==> src/rtl/systolic_mm.sv <==
// Weight-stationary K x K systolic array computing y[j] = sum_i x[i]*W[i][j].
// Inputs are skewed per row and outputs de-skewed per column so a whole vector leaves together.
module systolic_mm #(
  parameter int K  = 4,
  parameter int DW = 8,
  parameter int AW = 24
) (
  input  logic              clk,
  input  logic              rst,
  input  logic              w_valid,
  output logic              w_ready,
  input  logic [K*K*DW-1:0] w_data,
  input  logic              in_valid,
  output logic              in_ready,
  input  logic [K*DW-1:0]   in_data,
  input  logic              in_last,
  output logic              out_valid,
  input  logic              out_ready,
  output logic [K*AW-1:0]   out_data,
  output logic              out_last,
  output logic              busy
);
  localparam int PW = 2 * DW;

  typedef enum logic [1:0] {StIdle, StLoad, StStream, StDrain} state_e;
  state_e state_q, state_d;

  logic                 adv;
  logic                 accept;
  logic [2*K:0]         vld_q;
  logic [2*K:0]         lst_q;
  logic signed [DW-1:0] w_q   [K][K];
  logic signed [DW-1:0] sk_q  [K][K];
  logic signed [DW-1:0] a_q   [K][K];
  logic signed [DW-1:0] a_in  [K][K];
  logic signed [PW-1:0] prod  [K][K];
  logic signed [AW-1:0] p_q   [K][K];
  logic signed [AW-1:0] p_d   [K][K];
  logic signed [AW-1:0] dsk_q [K][K];

  // A stalled output freezes the entire pipeline, including the skew and valid chains.
  assign out_valid = vld_q[2*K];
  assign out_last  = lst_q[2*K];
  assign adv       = !(out_valid && !out_ready);
  assign accept    = in_valid && in_ready;
  assign busy      = (state_q != StIdle);

  always_comb begin
    state_d  = state_q;
    w_ready  = 1'b0;
    in_ready = 1'b0;
    unique case (state_q)
      StIdle: begin
        w_ready = 1'b1;
        if (w_valid) state_d = StLoad;
      end
      StLoad: state_d = StStream;
      StStream: begin
        in_ready = adv;
        if (in_valid && adv && in_last) state_d = StDrain;
      end
      StDrain: begin
        if (out_valid && out_ready && out_last) state_d = StIdle;
      end
      default: state_d = StIdle;
    endcase
  end

  always_ff @(posedge clk or negedge rst) begin
    if (!rst) state_q <= StIdle;
    else      state_q <= state_d;
  end

  // Cell (i,j): activation from the left, partial sum from above.
  always_comb begin
    for (int i = 0; i < K; i++) begin
      a_in[i][0] = sk_q[i][i];
      for (int j = 1; j < K; j++) a_in[i][j] = a_q[i][j-1];
    end
    for (int i = 0; i < K; i++) begin
      for (int j = 0; j < K; j++) prod[i][j] = PW'(a_in[i][j]) * PW'(w_q[i][j]);
    end
    for (int j = 0; j < K; j++) p_d[0][j] = AW'(prod[0][j]);
    for (int i = 1; i < K; i++) begin
      for (int j = 0; j < K; j++) p_d[i][j] = AW'(prod[i][j]) + p_q[i-1][j];
    end
  end

  always_ff @(posedge clk or negedge rst) begin
    if (!rst) begin
      vld_q <= '0;
      lst_q <= '0;
      for (int i = 0; i < K; i++) begin
        for (int j = 0; j < K; j++) begin
          w_q[i][j]   <= '0;
          sk_q[i][j]  <= '0;
          a_q[i][j]   <= '0;
          p_q[i][j]   <= '0;
          dsk_q[i][j] <= '0;
        end
      end
    end else begin
      if (state_q == StLoad) begin
        for (int i = 0; i < K; i++) begin
          for (int j = 0; j < K; j++) w_q[i][j] <= w_data[(i*K+j)*DW +: DW];
        end
      end
      if (adv) begin
        vld_q <= {vld_q[2*K-1:0], accept};
        lst_q <= {lst_q[2*K-1:0], accept && in_last};
        // Row i is delayed by i extra stages; bubbles shift in zeros.
        for (int i = 0; i < K; i++) begin
          sk_q[i][0] <= accept ? in_data[i*DW +: DW] : '0;
          for (int s = 1; s < K; s++) begin
            if (s <= i) sk_q[i][s] <= sk_q[i][s-1];
          end
        end
        for (int i = 0; i < K; i++) begin
          for (int j = 0; j < K; j++) begin
            a_q[i][j] <= a_in[i][j];
            p_q[i][j] <= p_d[i][j];
          end
        end
        // Column j emerges j advances late, so it gets K-j stages, the last being the output.
        for (int j = 0; j < K; j++) begin
          dsk_q[j][0] <= p_q[K-1][j];
          for (int s = 1; s < K; s++) begin
            if (s < K - j) dsk_q[j][s] <= dsk_q[j][s-1];
          end
        end
      end
    end
  end

  always_comb begin
    out_data = '0;
    for (int j = 0; j < K; j++) out_data[j*AW +: AW] = dsk_q[j][K-1-j];
  end

endmodule

==> config.mk <==
export PLATFORM = sky130hd
export DESIGN_NAME = systolic_mm
export DESIGN_NICKNAME = d
export VERILOG_FILES = /design/src/rtl/systolic_mm.sv
export SDC_FILE = /design/constraint.sdc
export NUM_CORES = 2
export LEC_CHECK = 0
export ABC_AREA = 1
export BUFFER_PORTS_ARGS = -buffer_cell sky130_fd_sc_hd__buf_2
export CAP_MARGIN = 20
export CELL_PAD_IN_SITES_DETAIL_PLACEMENT = 0
export CELL_PAD_IN_SITES_GLOBAL_PLACEMENT = 1
export CORE_MARGIN = 1
export CORE_UTILIZATION = 25
export CTS_CLUSTER_DIAMETER = 50
export DETAILED_ROUTE_END_ITERATION = 8
export GPL_ROUTABILITY_DRIVEN = 0
export PLACE_DENSITY = 0.56
export SYNTH_ARGS = -nofsm -noshare
export SYNTH_HDL_FRONTEND = slang
export SYNTH_SLANG_ARGS = --single-unit
export TNS_END_PERCENT = 30
==> constraint.sdc <==
create_clock -name clk -period 6.05 [get_ports clk]
set_input_delay 1.21 -clock clk [delete_from_list [all_inputs] [get_ports clk]]
set_output_delay 1.21 -clock clk [all_outputs]
set_load 0.03 [all_outputs]
==> results.md <==
- The logic depth of the worst register-to-register path is 18.
- After detailed routing, the number of remaining DRC violations is 42.
- The area of the mapped netlist is 89,500 um^2.
- Of the synthesized area, sequential elements account for 0.248.
- The area of the placeable core is 356,000 um^2.
- The share of cells above drive strength 1 is 0.0726.
- The die outline height is 600 um.
- The path class of the tightest hold or removal check is in -> async.
- The final period demand of the worst path is 5200 ps.
- After synthesis the netlist holds a flip-flop and latch count of 888.
- The final-report setup violation count is 0.
- STA puts the critical path data required time at 6760 ps.
- The total number of yosys warnings is 0.
- The routed layout has 63,000 vias.
- Compared with the post-synthesis result, the final layout area differs by 13.2%.
- Among all flip-flop cells after synthesis, the most frequent one is sky130_fd_sc_hd__dfrtp_1.
- Setup slack on the worst reg-to-reg path comes out at 850 ps.
- The number of violations reported at the end of detailed-routing iteration 0 is 2,923.
- The post-CTS clock slew at the launch and capture registers of the worst setup and hold paths is 50 ps.
- The number of different library cells in the post-synthesis netlist is 44.
- The count of port buffers added during placement is 266.
- Fill cells in the final layout number 38,600.
- In this run the tightest slew margin relative to its limit is 0.336.
- The first TritonRoute pass finished after 9 iterations.
- The worst setup path is launched from a flip-flop.
- The register cell area after layout is 22,200 um^2.
- The final reports fail on DRC.
- The longest clock path from root to sink contains 4 buffers.
- The number of hold violations in the final report came to 0.
- In this run, CTS created clock tree buffers numbering 182.
- The via-per-instance ratio is 4.04.
- In the final design database the tool counted 12,800 nets.
- The starting density of the core is 0.251.
- Averaged over all synthesized cells, the footprint is 8.37 um^2.
- When the netlist entered floorplanning its net count stood at 12,800.
- The multi-input gate area in the final layout is 56,400 um^2.
- Counting flops with an async set or reset pin after synthesis yields a share of 1.00.
- Setup total negative slack on the finished layout was measured at 0 ps.
- The transition at the pin with the smallest max-transition slack is 996 ps.
- The area of the die is 361,000 um^2.
- Along the worst path, the maximum fanout reaches 16.
- Buffers added to address setup during post-CTS repair amount to 0.
- The worst setup path is captured at a flip-flop.
- Setup repair after global routing left no endpoint under its margin.
- The residual antenna-violating net count after detailed routing is 0.
- The floorplan step set the die width to 600 um.
- The final count of pins violating max slew is 0.
- Dividing the final minimum period by the clock period gives 0.860.
- After detailed routing, the average wire length per cell comes to 15.4 um.
- The startpoint of the most critical register-to-register path is a_in[31]$_DFFE_PN0N_.
- The maximum number of pins on one net before global-route repair is 166.
- The synthesized design contains 0 enable-type register cells.
- The number of antenna violations at the first check in global routing is 10.
- The instance count of the mapped netlist is 10,700.
- The total track usage is 0.135.
- The data arrival time of the critical path is 5910 ps.
- The via count of the first global-routing pass came to 67,300.
- The number of hold buffers added after cts is 0.
- The run finished, with violations left.
- The post-DP HPWL is 191 mm.
- Clock skew on the completed layout was measured at 59.3 ps.
- The total overflow reported by the global router is 0.
- The floorplan has 219 rows.
- The number of levels the H-tree was split into is 4.
- The root cell of the clock tree is sky130_fd_sc_hd__clkbuf_16.
- In this run the count of I/O pins placed on the die edge is 267.
- The terminus of the critical flop-to-flop path is p_q[93]$_DFFE_PN0N_.
- The maximum operating frequency is 192 MHz.
- The TritonCTS clock tree is built.
- For this design, the sink count on the clock tree is 888.
- For this block, the routed nets add up to 240 mm of wire.
- Clock latency on the worst-skew pair, taken at its later pin, is 870 ps.
- The max-cap check violation count is 0.
- The first global-routing pass estimated 390 mm of wire.
- The setup path with the least slack is of type reg -> reg.
- The number of gates resized after cts is 0.
## placed cells by master, fill, tap and decap left out, types with 34 or more instances in the layout
cell	count
sky130_fd_sc_hd__o21ai_1	66
sky130_fd_sc_hd__buf_2	265
sky130_fd_sc_hd__dfrtp_1	888
sky130_fd_sc_hd__fa_1	1276
sky130_fd_sc_hd__mux2_2	108
sky130_fd_sc_hd__clkinvlp_4	34
sky130_fd_sc_hd__clkbuf_16	183
sky130_fd_sc_hd__buf_4	49
sky130_fd_sc_hd__nor3_1	38
sky130_fd_sc_hd__nand3_1	270
sky130_fd_sc_hd__xor2_1	35
sky130_fd_sc_hd__nand2_1	3456
sky130_fd_sc_hd__nand4_1	40
sky130_fd_sc_hd__ha_1	679
sky130_fd_sc_hd__xnor2_1	70
sky130_fd_sc_hd__a21oi_1	240
sky130_fd_sc_hd__o21ai_0	307
sky130_fd_sc_hd__nor2_1	308
sky130_fd_sc_hd__inv_1	2224
## cell type report
cell class | count | share of cell area
antenna | 12 | 0.000296
inverter | 2238 | 0.0829
clock buffer | 218 | 0.0488
tap | 4751 | 0.0586
clock inverter | 112 | 0.0149
timing repair buffer | 326 | 0.0190
multi-input combinational | 7049 | 0.556
sequential | 888 | 0.219
## logic make-up (layout without fill, tap and decap cells)
| kind of cell | after synthesis | count (layout) | synth area share |
|---|---|---|---|
| xor gates and xnor gates | 105 | 105 | 0.0103 |
| DFF | 888 | 888 | 0.248 |
| muxes | 108 | 108 | 0.0136 |
| adders and majority gates | 1956 | 1956 | 0.380 |
| AOI/OAI and AO/OA | 700 | 700 | 0.0421 |
| and+or+nand+nor | 4180 | 4180 | 0.183 |
| buffers and inverters | 2763 | 2894 | 0.122 |
| other | 0 | 12 | 0 |
## flip-flops by register name (all words and copies together), names as in the netlist
| signal | flops |
|---|---|
| a_in | 128 |
| dsk_q | 144 |
| lst_q | 9 |
| out_data | 96 |
| p_q | 324 |
| sk_q | 48 |
| state_q | 2 |
| vld_q | 9 |
| w_q | 128 |
## critical path, cell delays in order, from the launching register on
cell	delay, ps
sky130_fd_sc_hd__dfrtp_1	500
sky130_fd_sc_hd__nand2_1	140
sky130_fd_sc_hd__inv_1	690
sky130_fd_sc_hd__fa_1	550
sky130_fd_sc_hd__inv_1	80
sky130_fd_sc_hd__fa_1	440
sky130_fd_sc_hd__fa_1	550
sky130_fd_sc_hd__inv_1	50
sky130_fd_sc_hd__fa_1	430
sky130_fd_sc_hd__ha_1	290
sky130_fd_sc_hd__ha_1	400
sky130_fd_sc_hd__nand2_1	140
sky130_fd_sc_hd__nor2_1	210
sky130_fd_sc_hd__and2_1	170
sky130_fd_sc_hd__nand4_1	100
sky130_fd_sc_hd__nand3_1	110
sky130_fd_sc_hd__nand2_1	50
sky130_fd_sc_hd__nand3_1	70
sky130_fd_sc_hd__nand2_1	60
## routing by layer
layer / up-vias / global-route usage / part of all wire
met5: - / 0 / 0
met4: 0 / 0.0375 / 0.027
met3: 279 / 0.0156 / 0.031
met2: 687 / 0.214 / 0.44
met1: 30300 / 0.194 / 0.50
li1: 31800 / - / -
## Yosys cell counts, types with 4 or more instances
library cell	count	area, um^2
sky130_fd_sc_hd__a21o_1	4	30.0
sky130_fd_sc_hd__a21oi_1	240	1200
sky130_fd_sc_hd__a31oi_1	25	156
sky130_fd_sc_hd__a32o_1	27	270
sky130_fd_sc_hd__and2_1	4	25.0
sky130_fd_sc_hd__buf_1	4	15.0
sky130_fd_sc_hd__buf_2	130	651
sky130_fd_sc_hd__buf_4	99	743
sky130_fd_sc_hd__buf_6	4	45.0
sky130_fd_sc_hd__clkbuf_1	288	1080
sky130_fd_sc_hd__clkinv_1	12	45.0
sky130_fd_sc_hd__dfrtp_1	888	22200
sky130_fd_sc_hd__fa_1	1276	25500
sky130_fd_sc_hd__ha_1	680	8510
sky130_fd_sc_hd__inv_1	2224	8350
sky130_fd_sc_hd__mux2_2	108	1220
sky130_fd_sc_hd__nand2_1	3456	13000
sky130_fd_sc_hd__nand3_1	270	1350
sky130_fd_sc_hd__nand3_2	6	60.1
sky130_fd_sc_hd__nand3b_1	33	248
sky130_fd_sc_hd__nand4_1	40	250
sky130_fd_sc_hd__nor2_1	308	1160
sky130_fd_sc_hd__nor3_1	38	190
sky130_fd_sc_hd__o21a_1	6	45.0
sky130_fd_sc_hd__o21ai_0	307	1540
sky130_fd_sc_hd__o21ai_1	66	330
sky130_fd_sc_hd__o21bai_1	16	120
sky130_fd_sc_hd__or2_2	14	87.6
sky130_fd_sc_hd__xnor2_1	70	613
sky130_fd_sc_hd__xor2_1	35	307
## how the worst max path moves through the flow
stage,from,to,slack [ps]
detailed placement,w_q[24]$_DFFE_PN0N_,p_q[93]$_DFFE_PN0N_,810
finish,a_in[31]$_DFFE_PN0N_,p_q[93]$_DFFE_PN0N_,850
global route,a_in[31]$_DFFE_PN0N_,p_q[93]$_DFFE_PN0N_,310
global placement,w_q[24]$_DFFE_PN0N_,p_q[93]$_DFFE_PN0N_,790
floorplan,a_in[23]$_DFFE_PN0N_,p_q[71]$_DFFE_PN0N_,1220
CTS,a_in[31]$_DFFE_PN0N_,p_q[93]$_DFFE_PN0N_,750
## per-stage QoR
step           instances  instance area (um^2)  hold WS, ps  setup slack (ps)  utilization
4_1_cts            15600                101000          377               750        0.285
5_1_grt            15600                101000          405               311        0.285
3_3_place_gp       15300                 94900          440               789        0.266
2_1_floorplan      10700                 89500          419              1220            -
6_report           15600                101000          421               849        0.285
3_5_place_dp       15300                 94900          434               806        0.266
Power is left out: the tool's default activity adds up to more than one toggle a clock period on the data nets, which glitch-free logic cannot reach.
